File: config.mk
export PLATFORM = sky130hd
export DESIGN_NAME = alu_seq
export DESIGN_NICKNAME = d
export VERILOG_FILES = /design/src/rtl/alu_seq.sv
export SDC_FILE = /design/constraint.sdc
export NUM_CORES = 1
export LEC_CHECK = 0
export ABC_AREA = 1
export CAP_MARGIN = 20
export CORE_ASPECT_RATIO = 2
export CORE_MARGIN = 2
export CORE_UTILIZATION = 53
export CTS_CLUSTER_DIAMETER = 150
export DETAILED_ROUTE_END_ITERATION = 10
export GPL_TIMING_DRIVEN = 1
export PLACE_DENSITY = 0.74
export SETUP_SLACK_MARGIN = 0.02
export SLEW_MARGIN = 20
export SYNTH_ARGS = -nofsm -noshare
export SYNTH_HDL_FRONTEND = slang
export SYNTH_SLANG_ARGS = --single-unit
File: constraint.sdc
create_clock -name clk -period 3.2 [get_ports clk]
set_input_delay 0.64 -clock clk [delete_from_list [all_inputs] [get_ports clk]]
set_output_delay 0.64 -clock clk [all_outputs]
set_load 0.05 [all_outputs]
File: src/rtl/alu_seq.sv
// alu_seq: registered ALU with valid/ready handshakes, flags, shifts and a shift-add multiplier.
// Define ALU_SEQ_DIV_EN to add an unsigned restoring divider on op 1110.
module alu_seq #(
   parameter int WIDTH = 8,
   localparam int CNTW = $clog2(WIDTH + 1)
) (
   input  logic               clk,
   input  logic               rst,
   input  logic               in_valid,
   output logic               in_ready,
   input  logic [3:0]         op,
   input  logic [WIDTH-1:0]   a,
   input  logic [WIDTH-1:0]   b,
   output logic               out_valid,
   input  logic               out_ready,
   output logic [2*WIDTH-1:0] result,
   output logic               flag_z,
   output logic               flag_c,
   output logic               flag_v,
   output logic               flag_n,
   output logic               err
);

   localparam logic [3:0] OP_ZERO = 4'b0000;
   localparam logic [3:0] OP_ADD  = 4'b0001;
   localparam logic [3:0] OP_SUB  = 4'b0010;
   localparam logic [3:0] OP_AND  = 4'b0011;
   localparam logic [3:0] OP_OR   = 4'b0100;
   localparam logic [3:0] OP_NOTA = 4'b0101;
   localparam logic [3:0] OP_NOTB = 4'b0110;
   localparam logic [3:0] OP_XOR  = 4'b0111;
   localparam logic [3:0] OP_NOR  = 4'b1000;
   localparam logic [3:0] OP_XNOR = 4'b1001;
   localparam logic [3:0] OP_MAX  = 4'b1010;
   localparam logic [3:0] OP_MUL  = 4'b1011;
   localparam logic [3:0] OP_SHL  = 4'b1100;
   localparam logic [3:0] OP_SHR  = 4'b1101;
   localparam logic [3:0] OP_DIV  = 4'b1110;

   localparam logic [CNTW-1:0] W_CNT = CNTW'(WIDTH);
   localparam logic [CNTW-1:0] LAST  = CNTW'(WIDTH - 1);

`ifdef ALU_SEQ_DIV_EN
   typedef enum logic [1:0] {IDLE, MUL, DIV} state_t;
`else
   typedef enum logic [1:0] {IDLE, MUL} state_t;
`endif

   state_t state;
   logic [CNTW-1:0] cnt;

   logic [2*WIDTH-1:0] acc;
   logic [2*WIDTH-1:0] mcand;
   logic [WIDTH-1:0]   mplier;
   logic [2*WIDTH-1:0] acc_nx;

   logic [WIDTH:0]     sum;
   logic [WIDTH:0]     dif;
   logic [CNTW-1:0]    sh;
   logic [WIDTH-1:0]   shl;
   logic [WIDTH-1:0]   shr;
   logic [2*WIDTH-1:0] alu_res;
   logic               alu_c;
   logic               alu_v;
   logic               alu_n;
   logic               alu_err;

   assign in_ready = (state == IDLE) && (!out_valid || out_ready);

   assign sum = {1'b0, a} + {1'b0, b};
   assign dif = {1'b0, a} - {1'b0, b};
   assign sh  = b[CNTW-1:0];
   assign shl = (sh >= W_CNT) ? '0 : a << sh;
   assign shr = (sh >= W_CNT) ? '0 : a >> sh;

   assign acc_nx = acc + (mplier[0] ? mcand : '0);

`ifdef ALU_SEQ_DIV_EN
   logic [WIDTH-1:0] rem;
   logic [WIDTH-1:0] quo;
   logic [WIDTH-1:0] dvsr;
   logic [WIDTH:0]   rem_sh;
   logic [WIDTH:0]   rem_nx;
   logic [WIDTH-1:0] quo_nx;
   logic             q_bit;
   logic             unused_rem;

   // restoring step: shift in next dividend bit, subtract when it fits
   assign rem_sh     = {rem, quo[WIDTH-1]};
   assign q_bit      = rem_sh >= {1'b0, dvsr};
   assign rem_nx     = q_bit ? rem_sh - {1'b0, dvsr} : rem_sh;
   assign quo_nx     = {quo[WIDTH-2:0], q_bit};
   assign unused_rem = rem_nx[WIDTH];
`endif

   always_comb begin
      alu_res = '0;
      alu_c   = 1'b0;
      alu_v   = 1'b0;
      alu_err = 1'b0;
      unique case (op)
         OP_ZERO: alu_res = '0;
         OP_ADD: begin
            alu_res[WIDTH:0] = sum;
            alu_c = sum[WIDTH];
            alu_v = (a[WIDTH-1] == b[WIDTH-1]) &&
                    (sum[WIDTH-1] != a[WIDTH-1]);
         end
         OP_SUB: begin
            alu_res[WIDTH:0] = dif;
            alu_c = dif[WIDTH];
            alu_v = (a[WIDTH-1] != b[WIDTH-1]) &&
                    (dif[WIDTH-1] != a[WIDTH-1]);
         end
         OP_AND:  alu_res[WIDTH-1:0] = a & b;
         OP_OR:   alu_res[WIDTH-1:0] = a | b;
         OP_NOTA: alu_res[WIDTH-1:0] = ~a;
         OP_NOTB: alu_res[WIDTH-1:0] = ~b;
         OP_XOR:  alu_res[WIDTH-1:0] = a ^ b;
         OP_NOR:  alu_res[WIDTH-1:0] = ~(a | b);
         OP_XNOR: alu_res[WIDTH-1:0] = ~(a ^ b);
         OP_MAX:  alu_res[WIDTH-1:0] = (a >= b) ? a : b;
         OP_MUL:  alu_res = '0;
         OP_SHL:  alu_res[WIDTH-1:0] = shl;
         OP_SHR:  alu_res[WIDTH-1:0] = shr;
`ifdef ALU_SEQ_DIV_EN
         OP_DIV: begin
            // only the divide-by-zero case completes in one cycle
            alu_res = {a, {WIDTH{1'b1}}};
            alu_err = 1'b1;
         end
`endif
         default: alu_err = 1'b1;
      endcase
      alu_n = (op == OP_DIV) ? alu_res[2*WIDTH-1] : alu_res[WIDTH-1];
   end

   always_ff @(posedge clk) begin
      if (rst) begin
         state     <= IDLE;
         cnt       <= '0;
         acc       <= '0;
         mcand     <= '0;
         mplier    <= '0;
         result    <= '0;
         flag_z    <= 1'b0;
         flag_c    <= 1'b0;
         flag_v    <= 1'b0;
         flag_n    <= 1'b0;
         err       <= 1'b0;
         out_valid <= 1'b0;
`ifdef ALU_SEQ_DIV_EN
         rem       <= '0;
         quo       <= '0;
         dvsr      <= '0;
`endif
      end else begin
         unique case (state)
            IDLE: begin
               if (out_valid && out_ready) out_valid <= 1'b0;
               if (in_valid && in_ready) begin
                  if (op == OP_MUL) begin
                     state     <= MUL;
                     acc       <= '0;
                     mcand     <= {{WIDTH{1'b0}}, a};
                     mplier    <= b;
                     cnt       <= '0;
                     out_valid <= 1'b0;
                  end
`ifdef ALU_SEQ_DIV_EN
                  else if (op == OP_DIV && b != '0) begin
                     state     <= DIV;
                     rem       <= '0;
                     quo       <= a;
                     dvsr      <= b;
                     cnt       <= '0;
                     out_valid <= 1'b0;
                  end
`endif
                  else begin
                     result    <= alu_res;
                     flag_z    <= (alu_res == '0);
                     flag_c    <= alu_c;
                     flag_v    <= alu_v;
                     flag_n    <= alu_n;
                     err       <= alu_err;
                     out_valid <= 1'b1;
                  end
               end
            end
            MUL: begin
               acc    <= acc_nx;
               mcand  <= mcand << 1;
               mplier <= mplier >> 1;
               cnt    <= cnt + CNTW'(1);
               if (cnt == LAST) begin
                  state     <= IDLE;
                  result    <= acc_nx;
                  flag_z    <= (acc_nx == '0);
                  flag_c    <= 1'b0;
                  flag_v    <= 1'b0;
                  flag_n    <= acc_nx[2*WIDTH-1];
                  err       <= 1'b0;
                  out_valid <= 1'b1;
               end
            end
`ifdef ALU_SEQ_DIV_EN
            DIV: begin
               rem <= rem_nx[WIDTH-1:0];
               quo <= quo_nx;
               cnt <= cnt + CNTW'(1);
               if (cnt == LAST) begin
                  state     <= IDLE;
                  result    <= {rem_nx[WIDTH-1:0], quo_nx};
                  flag_z    <= ({rem_nx[WIDTH-1:0], quo_nx} == '0);
                  flag_c    <= 1'b0;
                  flag_v    <= 1'b0;
                  flag_n    <= rem_nx[WIDTH-1];
                  err       <= 1'b0;
                  out_valid <= 1'b1;
               end
            end
`endif
            default: state <= IDLE;
         endcase
      end
   end

endmodule

After elaboration in Yosys (flattened, before gate mapping)
Cells that the tools add are included.
{"block": "word_totals", "regBits": 68, "latchBits": 0, "mem_bits_rw": 0, "rom_bits": 0, "in_bits": 24, "wordCells": 121, "mem_count": 0}
{"block": "classes", "addsub": 4, "multipliers": 0, "div": 0, "order_cmp": 2, "eq_ne": 25, "shifts": 2, "muxes": 52, "bitwise_logic": 7, "reduce_logical": 17}
{"op": "$mux 16", "n": 8}
{"op": "$pmux 16 s2", "n": 3}
{"op": "$pmux 8 s12", "n": 1}
{"op": "$mux 8", "n": 5}
{"op": "$logic_not 16->1", "n": 2}
{"op": "$not 8->8", "n": 4}
{"op": "$eq 4x4->1 const B", "n": 7}
{"op": "$eq 4x3->1 const B", "n": 5}
{"op": "$mux 1", "n": 19}
{"op": "$add 16x16->16", "n": 1}
{"op": "$pmux 1 s2", "n": 8}
{"op": "$pmux 8 s2", "n": 1}
{"op": "$reduce_or 13->1", "n": 1}
{"op": "$add 8x8->9", "n": 1}
{"op": "$reduce_and 3->1", "n": 3}
{"op": "$sub 8x8->9", "n": 1}
{"op": "$and 8x8->8", "n": 1}
{"op": "$eq 4x2->1 const B", "n": 2}
{"op": "$ge 8x8->1", "n": 1}
{"op": "$mux 4", "n": 2}
{"op": "$or 8x8->8", "n": 1}
{"op": "$pmux 4 s2", "n": 1}
{"op": "$shl 8x4->8", "n": 1}
{"op": "$shr 8x4->8", "n": 1}
{"op": "other kinds (19)", "n": 29}

Longest topological paths before layout
Gate-level depths: netlist of run 1.
{"block": "logic_depth", "ltp_word": 7, "mapped_depth": 20}

Worst setup path before layout of run 1
OpenSTA, ideal clock, no wires.
{"block": "synth_path", "kind": "input to register", "start": "input port b[1]", "end": "register flag_z", "setup_ns": 0.109, "arrival_ns": 2.410, "path_slack_ns": 0.681, "cell_stages": 17, "n_path_buf": 1, "cell_sequence": "inv_1 -> clkbuf_1 -> ha_1 -> nor2_2 -> nand3_1 -> nand3_2 -> nand2_2 -> nand2_4 -> nand2_1 -> a21oi_1 -> nor2_1 -> nand2_1 -> nor2_1 -> nand3_1 -> nand3_1 -> nand2_1 -> inv_1"}
{"block": "synth_between", "elab_chain_len": 7}
{"element": "start, declared", "line_no": "13", "text": "input logic [WIDTH-1:0] b,"}
{"element": "$ge 8x8->1, or another cell as far along", "line_no": "122", "text": "OP_MAX: alu_res[WIDTH-1:0] = (a >= b) ? a : b;"}
{"element": "$mux 8, or another cell as far along", "line_no": "122"}
{"element": "$pmux 8 s12", "line_no": "101", "text": "unique case (op)"}
{"element": "$logic_not 16->1 (*)", "line_no": "182", "text": "flag_z <= (alu_res == '0);"}
{"element": "$mux 1 (*)", "line_no": "162", "text": "if (op == OP_MUL) begin"}
{"element": "$mux 1 (*)", "line_no": "161", "text": "if (in_valid && in_ready) begin"}
{"element": "$pmux 1 s2 (*)", "line_no": "158", "text": "unique case (state)"}
{"element": "end signal, assigned", "line_no": "182"}
{"element": "end signal, assigned", "line_no": "199", "text": "flag_z <= (acc_nx == '0);"}
{"element": "end, declared", "line_no": "17", "text": "output logic flag_z,"}
Every way passes the cells marked *; elsewhere a longest branch is shown, timed or not. The select of a mux whose other input is x is not followed.
A chain may end at the register's enable or synchronous reset.

Worst setup path in the final report of run 1
{"block": "layout_path", "start": "input port b[0]", "end": "register flag_z"}
Same word-level chain as after synthesis.

==> reports/qor.txt, run 1 <==
Register area share after synthesis: 23.3%
EDFF count, synth: 0
Vias: 6891
Post-DP HPWL: 17.8 mm
Initial antenna violation count: 0
GP Congestion: 1.06
Min Tclk post-route: 2.91 ns
Clock Path Buffers: 2
GRT overflow: 0
Ys async rst share: 0%
Max Fclk: 344 MHz
Root Buffer: clkbuf_16
Die Wd: 77.6 um
Detailed Route WL: 22.3 mm
Worst Clk Skew: 0.00301 ns
Syn nets: 1040
Cell Rows: 53
Hold Vio Cnt, Final: 0
Clock H-tree levels: 3
Core area: 10500 sq um
WP data arrival: 3.19 ns
Reg-to-reg setup timing slack: 0.58 ns
Critical path endpoint: flag_z
Layout Nets: 1137
First-pass GRT wire length: 34.9 mm
RSZ-0062 raised after global routing: false
# DRC: 0
# IOs: 47
Fillers: 1000
Slew margin rel.: 54.3%
Register bit count reported by yosys: 67
Crit path from: b[0]
Final core utilization: 67.7%
N_diodes: 0
Cell area after layout: 7140 sq um
Cell count after synthesis: 972
Critical path startpoint category: input port
Worst path required time: 3.48 ns
I/O Buffers: 46
Clk_lat worst skew: 0.34 ns
Synth warnings: 0
Count of endpoints failing setup in the final report: 0
Largest net degree at the start of global routing: 50
Pwr dens: 384 nW/um^2
Starting density of the core: 54.5%
GRT Total Usage: 39.1%
Clk pin slew, worst setup/hold paths: 0.05 ns
DIE AREA: 11700 sq um
Worst Tran Pin Value: 0.684 ns
CP Max Fanout: 5
Vias in the first global route: 6813
Post-DR vias/cell: 5.69
Die height: 151 um
Worst Reg-to-Reg Cells: 14
Layout cells sized above 1: 10.1%
Synthesis-to-layout area growth: 24.3%
Status: finished clean
Starting DRT DRC Count: 537
Synthesized area: 5750 sq um
Slew Limit Fails: 0
DRT antenna net count: 0
Tcrit/Tclk final: 90.8%
VDD IR max: 0.316 mV
Average wire per standard cell: 18.4 um
R2r startpoint: mplier[0]
Crit path capture type: flop
Max cap viols: 0
CTS tree: built
Post-DP Area: 6780 sq um
Worst hold path class: reg -> reg
Clock buffer count from CTS: 9
Yosys cell types: 44
Leak Pwr: 0.00347 uW
Crit Path Class: in -> reg
RR Endpoint: flag_z
Avg Inst Size Synth: 5.91 sq um
DRT Pass-1 Iters: 5
Sink Count: 67
Top_reg_cell synth: dfxtp_1
-- cell usage after synthesis (2+ instances only) --
cell / instances / area, sq um
dfxtp_1: 67 / 1340
inv_1: 101 / 379
a21boi_0: 2 / 15.0
a22oi_1: 5 / 37.5
a21oi_2: 2 / 17.5
nor3_1: 3 / 15.0
inv_2: 2 / 7.51
buf_4: 2 / 15.0
or2_2: 2 / 12.5
o21bai_1: 3 / 22.5
clkbuf_1: 21 / 78.8
xnor2_1: 2 / 17.5
o21ai_0: 34 / 170
a21oi_1: 82 / 410
ha_1: 41 / 513
xor2_1: 4 / 35.0
nor2_2: 2 / 12.5
nand2_1: 315 / 1180
clkinv_1: 2 / 7.51
a221oi_1: 2 / 17.5
o2111ai_1: 2 / 17.5
o21a_1: 2 / 15.0
buf_2: 10 / 50.1
nor2_1: 88 / 330
a31oi_1: 15 / 93.8
o21ai_1: 2 / 10.0
nand4_1: 14 / 87.6
nand3b_1: 5 / 37.5
nand3_1: 120 / 601
o31ai_1: 2 / 15.0
o211ai_1: 3 / 22.5
fa_1: 3 / 60.1
-- layout make-up --
class / instances / area [sq um] / area share, %
Clock buffer: 11 / 253 / 3.54
Clock inverter: 5 / 108 / 1.51
Inverter: 105 / 394 / 5.52
Multi-Input combinational cell: 766 / 3870 / 54.1
Sequential cell: 67 / 1340 / 18.8
Tap cell: 137 / 171 / 2.40
Timing Repair Buffer: 120 / 1010 / 14.1
-- worst max-delay path, stage by stage --
cell	delay [ns]
clkdlybuf4s50_1	0.52
ha_1	0.26
fa_1	0.40
or2_2	0.30
nand3_1	0.08
nand3_1	0.06
nor2_1	0.08
nand2_1	0.07
nor2_1	0.15
nand2_1	0.09
nor2_1	0.10
nand2_1	0.09
nor2_1	0.09
nand3_1	0.07
nand3_1	0.07
nand2_1	0.07
inv_1	0.05
-- per-stage QoR --
| step | worst slack, ns | setup TNS [ns] | hold WS (ns) | total power (uW) | cells |
|---|---|---|---|---|---|
| 6_report | 0.294 | 0 | 0.464 | 2750 | 1211 |
| 3_5_place_dp | -0.0411 | -0.0411 | 0.462 | 1570 | 1195 |
| 3_3_place_gp | -0.0273 | -0.0273 | 0.449 | 1570 | 1195 |
| 4_1_cts | 0.296 | 0 | 0.469 | 2730 | 1211 |
| 5_1_grt | 0.0471 | 0 | 0.488 | 2840 | 1211 |
| 2_1_floorplan | 0.681 | 0 | 0.441 | 1280 | 972 |
-- kinds of logic after synthesis --
family | synth area share, %
XOR/XNOR | 0.914
adder cells (fa/ha/maj) | 9.97
AO/OA/AOI/OAI | 15.5
buffers and inverters | 9.43
flip-flops | 23.3
AND/OR/NAND/NOR | 40.8
-- how the worst min path moves through the flow --
stage	from	slack, ns	endpoint	depth (start not counted)
finish	mcand[15]	0.46	mcand[15]	2
global placement	mcand[15]	0.45	mcand[15]	2
detailed placement	mcand[15]	0.46	mcand[15]	2
global route	flag_v	0.49	flag_v	2
floorplan	mcand[15]	0.44	mcand[15]	2
CTS	mcand[15]	0.47	mcand[15]	2
-- power breakdown --
part	internal, uW	switching, uW
combinational	247	443
sequential	860	18.4
clock	807	372
-- per-layer routing --
layer,track usage (%),vias up,share of wire [%]
met4,33.0,0,10
met5,0,-,0
li1,-,3395,-
met1,34.7,3075,32
met3,6.26,131,4.5
met2,74.7,290,53
-- timing repair --
item | 4_1_cts | 5_1_grt
setup endpoints to repair | 0 | 1
endpoints found under the hold margin | 0 | 0
gates resized for setup | 0 | 1
setup buffers | 0 | 0
hold buffers | 0 | 0
-- sequential cells by signal, indices dropped and copies added, names as in the netlist --
name / flops
acc: 16
mcand: 16
result: 16
mplier: 8
cnt: 4
err: 1
flag_c: 1
flag_n: 1
flag_v: 1
flag_z: 1
out_valid: 1
state: 1
-- layout by cell type, fill, tap and decap left out, types with 4 or more instances in the layout --
cell,instances
nand2_1,315
nand3_1,120
a22oi_1,5
a31oi_1,15
o21ai_0,34
nand4_1,14
buf_4,75
xor2_1,4
dfxtp_1,67
inv_1,100
clkbuf_16,9
clkdlybuf4s50_1,44
nand3b_1,5
nor2_1,87
a21oi_1,82
ha_1,41
Power figures use the tool's default switching activity.
==> run 2: changes to the inputs <==
--- a/config.mk
+++ b/config.mk
@@ -13,7 +13,7 @@
 export CTS_CLUSTER_DIAMETER = 150
 export DETAILED_ROUTE_END_ITERATION = 10
 export GPL_TIMING_DRIVEN = 1
-export PLACE_DENSITY = 0.74
+export PLACE_DENSITY = 0.83
 export SETUP_SLACK_MARGIN = 0.02
 export SLEW_MARGIN = 20
 export SYNTH_ARGS = -nofsm -noshare
==> run 2 against run 1 <==
Net effect:
- highest routed layer unchanged
- critical path type is now reg -> reg
- via count up 2.7%
- global-route usage up 0.90 points
- fmax up 2.5%
- die area unchanged
- non-clock buffer count up 4
==> reports/qor.txt, run 2 (synthesis results as in run 1) <==
VDD IR max: 0.319 mV (was 0.316 mV)
GRT busiest layer: met2 (unchanged)
Worst hold path class: reg -> reg (unchanged)
Average wire per standard cell: 18.9 um (was 18.4 um)
DRT Pass-1 Iters: 5 (unchanged)
Post-DR vias/cell: 5.82 (was 5.69)
Slew Limit Fails: 0 (unchanged)
Met2 Use GR: 75.4% (was 74.7%)
Clk pin slew, worst setup/hold paths: 0.06 ns (was 0.05 ns)
Critical path startpoint category: flop (was input port)
Crit Path Class: reg -> reg (was in -> reg)
Pwr dens: 363 nW/um^2 (was 384 nW/um^2)
Max cap viols: 0 (unchanged)
Most common cell after layout, fill and taps aside: nand2_1 (unchanged)
Worst Clk Skew: 0.00479 ns (was 0.00301 ns)
Detailed Route WL: 23.0 mm (was 22.3 mm)
Min Tclk post-route: 2.83 ns (was 2.91 ns)
Largest net degree at the start of global routing: 50 (unchanged)
Layout Nets: 1141 (was 1137)
Sink Count: 67 (unchanged)
Worst path slowest cell: dfxtp_1 (was clkdlybuf4s50_1)
Count of endpoints failing setup in the final report: 0 (unchanged)
Cells along the critical path: nand2_1, inv_1, ha_1, fa_1, or2_2, nor2_1, nand3_1, nor2_1, nand4_1, nor3_1, nand4_1, nand3_1, nand2_1, inv_1 (was clkdlybuf4s50_1, ha_1, fa_1, or2_2, nand3_1, nand3_1, nor2_1, nand2_1, nor2_1, nand2_1, nor2_1, nand2_1, nor2_1, nand3_1, nand3_1, nand2_1, inv_1)
Crit path capture type: flop (unchanged)
Tcrit/Tclk final: 88.6% (was 90.8%)
CTS Hold Bufs: 0 (unchanged)
DIE AREA: 11700 sq um (unchanged)
Most frequent cells in the layout: nand2_1, nand3_1, inv_1, nor2_1, a21oi_1 (unchanged)
CP Max Fanout: 10 (was 5)
I/O Buffers: 46 (unchanged)
N_diodes: 0 (unchanged)
GRT overflow: 0 (unchanged)
Vias in the first global route: 7135 (was 6813)
Layout cells sized above 1: 10.3% (was 10.1%)
Fillers: 1022 (was 1000)
Top Registers: acc: 16 flops, mcand: 16 flops, result: 16 flops (unchanged)
Clock H-tree levels: 3 (unchanged)
Worst Tran Pin Value: 0.759 ns (was 0.684 ns)
# IOs: 47 (unchanged)
Starting DRT DRC Count: 611 (was 537)
Root Buffer: clkbuf_16 (unchanged)
GRT Total Usage: 40.0% (was 39.1%)
Max Fclk: 353 MHz (was 344 MHz)
Clock buffer count from CTS: 9 (unchanged)
Post-CTS sizing: 0 (unchanged)
Setup bufs post-CTS: 0 (unchanged)
DRT antenna net count: 0 (unchanged)
Die Wd: 77.6 um (unchanged)
Grt met1 use: 32.2% (was 34.7%)
Worst setup margin: 0.365 ns (was 0.294 ns)
Status: finished clean (unchanged)
# DRC: 0 (unchanged)
Hold Vio Cnt, Final: 0 (unchanged)
WP data arrival: 3.12 ns (was 3.19 ns)
Worst path required time: 3.48 ns (about the same)
Core area: 10500 sq um (unchanged)
Slew margin rel.: 49.4% (was 54.3%)
Pre-CTS setup slack: 0.0585 ns (was -0.0411 ns)
Vias: 7077 (was 6891)
Met3 Usage GRT: 6.56% (was 6.26%)
CTS tree: built (unchanged)
Total negative slack: 0 ns (unchanged)
Starting density of the core: 54.5% (unchanged)
Post-DP HPWL: 18.6 mm (was 17.8 mm)
Cell Rows: 53 (unchanged)
Die height: 151 um (unchanged)
First-pass GRT wire length: 35.4 mm (was 34.9 mm)
Synthesis-to-layout area growth: 24.0% (was 24.3%)
Initial antenna violation count: 0 (unchanged)
GP Congestion: 1.12 (was 1.06)
Clk_lat worst skew: 0.34 ns (about the same)
Clock Path Buffers: 2 (unchanged)
Leak Pwr: 0.00347 uW (about the same)
Max incr delay on CP: 0.56 ns (was 0.52 ns)
RSZ-0062 raised after global routing: false (unchanged)
==> run 2: changes by cell type in the layout (fill, tap and decap cells not counted), sizes merged <==
| cell | previous run | this run |
|---|---|---|
| clkinvlp | 0 | 2 |
| buf | 76 | 80 |
| clkbuf | 11 | 10 |
| bufinv | 3 | 1 |
| clkinv | 3 | 4 |
==> run 2: routing by layer <==
metal  share of wire, %  up-vias
li1                   -     3390
met1                 30     3189
met2                 53      336
met3                4.9      162
met4                 12        0
met5                  0        -
==> run 2: critical path: cells and delay by family, from the launching register on <==
family	cells	cell delay, ns
DFF	1	0.56
adders and majority gates	2	0.65
and+or+nand+nor	10	1.45
buffers and inverters	2	0.12
==> run 2: path summary, 6_finish.rpt <==
path	startpoint	end	slack, ns	cells after the start
max	mplier[0]	flag_z	0.37	14
min	acc[4]	acc[4]	0.47	2
min reg2reg	acc[4]	acc[4]	0.47	2
max reg2reg	mplier[0]	flag_z	0.37	14
==> run 2: stage by stage <==
stage	util, %	hold slack, ns	std cells	instance area, sq um	power [uW]
2_1_floorplan	-	0.441	972	5750	1280
4_1_cts	67.6	0.468	1215	7130	2580
3_5_place_dp	64.7	0.459	1199	6830	1590
3_3_place_gp	64.7	0.448	1199	6830	1580
6_report	67.6	0.469	1215	7130	2590
5_1_grt	67.6	0.483	1215	7130	2680
==> run 2: area by class of cell <==
cell class	instances	area, sq um	area share, %
clock buffers	10	239	3.35
clock inverters	6	63.8	0.895
inverters	105	394	5.53
multi-input cells	766	3870	54.3
flip-flops and latches	67	1340	18.8
well taps	137	171	2.40
repair buffers	124	1050	14.7
==> run 2: power by group <==
group	internal (uW)	switching, uW	total [uW]
Clock	624	380	1000
Sequential	860	18.9	878
Combinational	255	452	707
==> run 3: changes to the inputs <==
--- a/config.mk
+++ b/config.mk
@@ -14,7 +14,6 @@
 export DETAILED_ROUTE_END_ITERATION = 10
 export GPL_TIMING_DRIVEN = 1
 export PLACE_DENSITY = 0.83
-export SETUP_SLACK_MARGIN = 0.02
 export SLEW_MARGIN = 20
 export SYNTH_ARGS = -nofsm -noshare
 export SYNTH_HDL_FRONTEND = slang
==> constraint.sdc (replaced) <==
create_clock -name clk -period 3.3 [get_ports clk]
set_input_delay 0.66 -clock clk [delete_from_list [all_inputs] [get_ports clk]]
set_output_delay 0.66 -clock clk [all_outputs]
set_load 0.05 [all_outputs]
==> run 3 against run 2 <==
Net effect:
- power rose by 2.6%
- sequential cell count unchanged
- clock power grew 12%
- via count fell by 1.9%
- cell area is 0.81% higher
- sequential share of layout area is 0.15 points lower
- worst setup slack worse by 0.11 ns
- combinational power shrank 3.1%
- first-iteration DRC count is 12% lower
- largest cell class unchanged
==> reports/qor.txt, run 3 (synthesis results as in run 1) <==
Status: finished clean (unchanged)
Setup bufs post-CTS: 0 (unchanged)
Pre-CTS setup slack: -0.0558 ns (was 0.0585 ns)
Post-DR vias/cell: 5.71 (was 5.82)
Layout Nets: 1142 (was 1141)
Max incr delay on CP: 0.59 ns (was 0.56 ns)
Worst hold path class: reg -> reg (unchanged)
Min Tclk post-route: 3.05 ns
Cell area after layout: 7190 sq um (was 7130 sq um)
Detailed Route WL: 23.0 mm (about the same)
Post-DP HPWL: 18.4 mm (was 18.6 mm)
CTS Hold Bufs: 0 (unchanged)
Starting DRT DRC Count: 539 (was 611)
CTS tree: built (unchanged)
Crit path capture type: flop (unchanged)
Hold Vio Cnt, Final: 0 (unchanged)
Count of endpoints failing setup in the final report: 0 (unchanged)
Worst hold stages: 2 (unchanged)
DRT Pass-1 Iters: 6 (was 5)
Slew margin rel.: 59.0% (was 49.4%)
Die Wd: 77.6 um (unchanged)
# IOs: 47 (unchanged)
Starting density of the core: 54.5% (unchanged)
Worst path required time: 3.51 ns (was 3.48 ns)
Most common cell after layout, fill and taps aside: nand2_1 (unchanged)
DIE AREA: 11700 sq um (unchanged)
Cell Rows: 53 (unchanged)
Max cap viols: 0 (unchanged)
# DRC: 0 (unchanged)
Average wire per standard cell: 18.9 um (about the same)
Worst Clk Skew: 0.00788 ns (was 0.00479 ns)
Most frequent cells in the layout: nand2_1, nand3_1, inv_1, nor2_1, a21oi_1 (unchanged)
Clk pin slew, worst setup/hold paths: 0.06 ns (about the same)
Clock Path Buffers: 2 (unchanged)
Worst Reg-to-Reg Cells: 14 (unchanged)
GRT overflow: 0 (unchanged)
N_diodes: 0 (unchanged)
Critical path startpoint category: input port (was flop)
Initial antenna violation count: 0 (unchanged)
Cells along the critical path: clkdlybuf4s50_1, inv_1, ha_1, inv_2, buf_4, o311ai_0, buf_4, inv_1, nor2_1, nor2_1, o21ai_0, a31oi_1 (was nand2_1, inv_1, ha_1, fa_1, or2_2, nor2_1, nand3_1, nor2_1, nand4_1, nor3_1, nand4_1, nand3_1, nand2_1, inv_1)
Sink Count: 67 (unchanged)
Leak Pwr: 0.00350 uW (was 0.00347 uW)
GP Congestion: 1.05 (was 1.12)
Worst setup margin: 0.252 ns (was 0.365 ns)
CP Max Fanout: 3 (was 10)
Clock H-tree levels: 3 (unchanged)
First-pass GRT wire length: 35.4 mm (about the same)
Synthesis-to-layout area growth: 25.0% (was 24.0%)
I/O Buffers: 46 (unchanged)
Root Buffer: clkbuf_16 (unchanged)
Max Fclk: 328 MHz
Clock buffer count from CTS: 9 (unchanged)
GRT Total Usage: 39.8% (was 40.0%)
WP data arrival: 3.26 ns (was 3.12 ns)
Layout cells sized above 1: 10.3% (about the same)
Vias: 6940 (was 7077)
Post-DP Area: 6840 sq um (was 6830 sq um)
Largest net degree at the start of global routing: 50 (unchanged)
Die height: 151 um (unchanged)
Register Area: 1340 sq um (unchanged)
Slew Limit Fails: 0 (unchanged)
Top Registers: acc: 16 flops, mcand: 16 flops, result: 16 flops (unchanged)
Core area: 10500 sq um (unchanged)
Worst Tran Pin Value: 0.613 ns (was 0.759 ns)
VDD IR max: 0.344 mV (was 0.319 mV)
Post-CTS sizing: 0 (unchanged)
Clk_lat worst skew: 0.33 ns (was 0.34 ns)
Tcrit/Tclk final: 92.3%
Reg-to-reg setup timing slack: 0.68 ns (was 0.37 ns)
Crit Path Class: in -> reg (was reg -> reg)
Pwr dens: 370 nW/um^2 (was 363 nW/um^2)
Multi-input logic area: 3870 sq um (unchanged)
Vias in the first global route: 6976 (was 7135)
DRT antenna net count: 0 (unchanged)
Worst path slowest cell: clkdlybuf4s50_1 (was dfxtp_1)
RSZ-0062 raised after global routing: false (unchanged)
Fillers: 984 (was 1022)
## run 3: cell types whose count changed in the layout (fill, tap and decap cells not counted), sizes merged
cell / delta
clkinv: -1
clkinvlp: -1
bufinv: +2
clkdlybuf4s50: +1
## run 3: power by group
part / switching [uW] / internal, uW / total [uW]
logic: 435 / 251 / 685
registers: 17.8 / 834 / 851
clock network: 362 / 759 / 1120
total: 814 / 1840 / 2660
## run 3: critical path, delay by kind of cell
| kind | cells | cell delay, ns |
|---|---|---|
| AO/OA/AOI/OAI | 3 | 0.91 |
| adder cells (fa/ha/maj) | 1 | 0.37 |
| buffers and inverters | 6 | 1.18 |
| AND/OR/NAND/NOR | 2 | 0.14 |
## run 3: per-layer routing
metal | vias up | wire (um) | track usage, %
met5 | - | 0 | 0
met4 | 0 | 2400 | 37.1
met3 | 125 | 1170 | 6.08
met2 | 306 | 12400 | 76.9
met1 | 3117 | 7050 | 33.1
li1 | 3392 | - | -
## run 3: worst paths after layout
path | start | to
setup reg to reg | mplier[0] | flag_z
hold / removal | acc[0] | acc[0]
setup / recovery | a[6] | result[7]
hold reg to reg | acc[0] | acc[0]
## run 3: through the flow
stage	hold slack, ns	TNS [ns]	instances	total power, uW	util [%]
3_3_place_gp	0.449	-0.00226	1200	1540	64.8
5_1_grt	0.482	0	1216	2750	68.2
4_1_cts	0.468	0	1216	2650	68.2
3_5_place_dp	0.459	-0.0901	1200	1540	64.8
2_1_floorplan	0.441	0	972	1240	-
6_report	0.470	0	1216	2660	68.2
## run 3: area by class of cell
type                            instances  share of cell area (%)
Multi-Input combinational cell        766                    53.8
Sequential cell                        67                    18.7
Timing Repair Buffer                  125                    14.8
Inverter                              105                    5.48
Clock buffer                           10                    3.33
Tap cell                              137                    2.39
Clock inverter                          6                    1.55
==> patch 1 (flow settings as in run 1) <==
The option `ALU_SEQ_DIV_EN` is turned on by a define.
--- a/src/rtl/alu_seq.sv
+++ b/src/rtl/alu_seq.sv
@@ -1,5 +1,7 @@
 // alu_seq: registered ALU with valid/ready handshakes, flags, shifts and a shift-add multiplier.
 // Define ALU_SEQ_DIV_EN to add an unsigned restoring divider on op 1110.
+`define ALU_SEQ_DIV_EN
+
 module alu_seq #(
    parameter int WIDTH = 8,
    localparam int CNTW = $clog2(WIDTH + 1)
Function: changed (Yosys sat finds a counterexample within 4 cycles, from zero or initial values and one cycle with rst high).
==> patch 1 against run 1 <==
  * Sequential cell count increased by 25
  * Wire length increased by 46%
  * Non-clock buffer count rose by 22
  * Critical path type unchanged
  * Setup slack worse by 0.14 ns
  * Final cell count grew 36%
  * Sequential power rose by 69%
  * Critical endpoint is now result[2]
  * Area after synthesis is 38% higher
  * Largest cell class unchanged
  * Sequential share of layout area rose by 0.69 points
  * Power up 130%
  * Final area up 32%
==> patch 1: results (changes against run 1) <==
metric,value,unit,change
cpPeakStageDelay,0.50,ns,was 0.52 ns
use_met1,35.60,%,was 34.70%
grt_max_degree,69,,was 50
inv_count,157,,was 105
p_int,3.200,mW,was 1.913 mW
grt_pass1_vias,9320,,was 6813
synth_nets,1424,,was 1040
skew,0.007811,ns,was 0.003005 ns
vdd_ir_drop_max,0.0006320,V,was 0.0003161 V
dp_slack,-0.2193,ns,was -0.04108 ns
status,completed,,unchanged
multi_input_area_share,55.55,%,was 54.14%
wl,32440,µm,was 22260 µm
synthTopCellsByArea,"dfxtp_1 23%, nand2_1 19%, nand3_1 8.8%",,"was dfxtp_1 23%, nand2_1 21%, nand3_1 10%"
synthTopCellsByCount,"407 x nand2_1, 142 x inv_1, 139 x nand3_1",,"was 315 x nand2_1, 120 x nand3_1, 101 x inv_1"
nNetsFinal,1526,,was 1137
ff2ff_setup_slack,0.43,ns,was 0.58 ns
gp_congestion,1.087,,was 1.059
p_leak,4.654,nW,was 3.474 nW
r2r_cells,17,,was 14
period_needed,3.045,ns,was 2.906 ns
ys_seq_elements,92,,was 67
gr-usage-met3,9.583,%,was 6.257%
ys_seq_area_share,23.27,%,was 23.33%
antenna_found_initial,1,,was 0
p_clk_share,18.9,%,was 42.9%
grt_pass1_wl,49600,µm,was 34850 µm
path_delay_family,adder cells,,was simple AND/OR/NAND/NOR gates
dr.pass1.iters,7,,was 5
clock_cell_area_share,3.557,%,was 5.045%
drive_gt1_share,10.28,%,was 10.06%
nFillCells,1486,,was 1000
synth_adder_area_share,9.546,%,was 9.970%
crit_fanout,4,,was 5
numPlacedInstances,1628,,was 1195
==> patch 1: cell families (layout without fill, tap and decap cells) <==
logic type	after synthesis	count (layout)
compound gates	257	257
flops	92	92
buf+inv	208	315
simple gates	720	720
fa+ha+maj	58	58
other cells	0	1
xor+xnor	7	7
==> patch 1: how the worst min path moves through the flow <==
| stage | startpoint | to | slack, ns | depth (start not counted) |
|---|---|---|---|---|
| 6_report | flag_c | flag_c | 0.46 | 2 |
| 3_3_place_gp | result[14] | result[14] | 0.45 | 2 |
| 4_1_cts | result[10] | result[10] | 0.46 | 2 |
| 5_1_grt | flag_v | flag_v | 0.49 | 2 |
| 2_1_floorplan | dvsr[2] | dvsr[2] | 0.43 | 2 |
| 3_5_place_dp | result[14] | result[14] | 0.46 | 2 |
==> patch 2 (flow settings as in run 1) <==
Without the edit above. Make the reset (`rst`) asynchronous in one clocked block.
--- a/src/rtl/alu_seq.sv
+++ b/src/rtl/alu_seq.sv
@@ -135,7 +135,7 @@
       alu_n = (op == OP_DIV) ? alu_res[2*WIDTH-1] : alu_res[WIDTH-1];
    end
 
-   always_ff @(posedge clk) begin
+   always_ff @(posedge clk or posedge rst) begin
       if (rst) begin
          state     <= IDLE;
          cnt       <= '0;
Function: differs if rst is asserted again (counterexample within 4 cycles, from zero or initial values and one cycle with rst high); with rst held inactive, the same outputs for 4 cycles.
==> patch 2 against run 1 <==
  * Setup slack worse by 0.046 ns
  * Worst hold slack better by 0.022 ns
  * Final area up 4.6%
  * Area after synthesis up 5.0%
  * Non-clock buffer count up 3
  * Via count up 3.4%
  * Clock skew up 0.0021 ns
  * Sequential cell count unchanged
  * Wire length up 14%
  * Highest routed layer unchanged
Power is not compared: it rests on default switching activity, and its combinational part moved more than twofold at a synthesized area within 25%.
==> patch 2: results (changes against run 1) <==
metric,value,unit,change
path_delay_family,buffers and inverters,,was simple AND/OR/NAND/NOR gates
wl_met2,12850,µm,was 11900 µm
yosysWarnings,0,,unchanged
netlist-cell-type-count,38,,was 44
grt_pass1_vias,7259,,was 6813
syn_area_per_cell,6.266,µm²,was 5.914 µm²
drive_gt1_share,11.43,%,was 10.06%
numPlacedInstances,1202,,was 1195
grt_max_degree,42,,was 50
gr-usage-met3,10.96,%,was 6.257%
use_met1,33.88,%,was 34.70%
cts_resized,0,,unchanged
wl,25380,µm,was 22260 µm
ys_seq_area_share,27.78,%,was 23.33%
track_usage,42.72,%,was 39.12%
cp.arrival,3.21,ns,was 3.19 ns
met3_length,1506,µm,was 1007 µm
antenna_found_initial,0,,unchanged
cpPeakStageDelay,0.61,ns,was 0.52 ns
relSlewSlack,52.92,%,was 54.34%
synth_flop_cell,dfrtp_1,,was dfxtp_1
met1Wirelength,7415,µm,was 7105 µm
synthTopCellsByCount,"331 x nand2_1, 115 x nor2_1, 109 x nand3_1",,"was 315 x nand2_1, 120 x nand3_1, 101 x inv_1"
hold_class,reg2reg,,unchanged
ff2ff_setup_slack,0.29,ns,was 0.58 ns
hpwl,20040,µm,was 17760 µm
grt_pass1_wl,38570,µm,was 34850 µm
grtUsageMet2,75.31,%,was 74.70%
drt-vias-per-instance,5.847,,was 5.690
p_leak,4.014,nW,
r2r_cells,14,,unchanged
htree_levels,3,,unchanged
synthTopCellsByArea,"dfrtp_1 28%, nand2_1 21%, nand3_1 9.0%",,"was dfxtp_1 23%, nand2_1 21%, nand3_1 10%"
status,completed,,unchanged
vias,7122,,was 6891
ys_async_sr_fraction,100.0,%,was 0%
dr.first_iter.drc_count,410,,was 537
nNetsFinal,1139,,was 1137
crit_fanout,9,,was 5
clkLatencyLatePin,0.34,ns,about the same
synth_nets,1031,,was 1040
skew,0.005149,ns,was 0.003005 ns
gp_congestion,1.098,,was 1.059
[patch 2: changes by cell type after synthesis, sizes merged, moves of 8 or more]
cell,delta
dfrtp,+67
dfxtp,-67
a21oi,-46
nor2,+35
nand2,+19
clkbuf,-11
nand3,-11
o22ai,+8
[patch 2: layout make-up]
class                           count  area (µm²)
Clock buffer                       10       239.0
Clock inverter                      6       95.09
Fill cell                        1071        3746
Inverter                          101       379.1
Multi-Input combinational cell    769        3842
Sequential cell                    67        1677
Tap cell                          142       177.7
Timing Repair Buffer              123        1061
[patch 2: power breakdown]
part           internal (mW)  switching [mW]
Clock                  0.711           0.401
Combinational           1.17            2.35
Sequential              1.21           0.282
[patch 2: worst paths after layout]
kind                               to       start
min in group asynchronous      cnt[1]         rst
setup reg to reg               flag_z   mplier[0]
hold reg to reg            result[10]  result[10]
max in group asynchronous      flag_c         rst
hold / removal             result[10]  result[10]
setup / recovery            result[7]        a[4]
[patch 2: logic make-up (layout without fill, tap and decap cells)]
logic type                 after synthesis  in the layout  share of synthesized area, %
AOI/OAI and AO/OA                      117            117                         10.91
and+or+nand+nor                        598            598                         41.82
xor gates and xnor gates                10             10                         1.451
DFF                                     67             67                         27.78
buffers and inverters                  127            240                         8.542
adders and majority gates               44             44                         9.496
[patch 2: through the flow]
step / cell area (µm²) / total power [mW] / hold WS, ns / worst slack [ns]
after floorplan: 6035 / 3.769 / 0.4483 / 0.7064
after CTS: 7471 / 6.015 / 0.4879 / 0.3816
final: 7471 / 6.117 / 0.4858 / 0.2478
after global placement: 7137 / 4.812 / 0.4633 / 0.07433
after detailed placement: 7137 / 4.874 / 0.4725 / 0.04334
after global routing: 7471 / 6.485 / 0.5164 / 0.05374
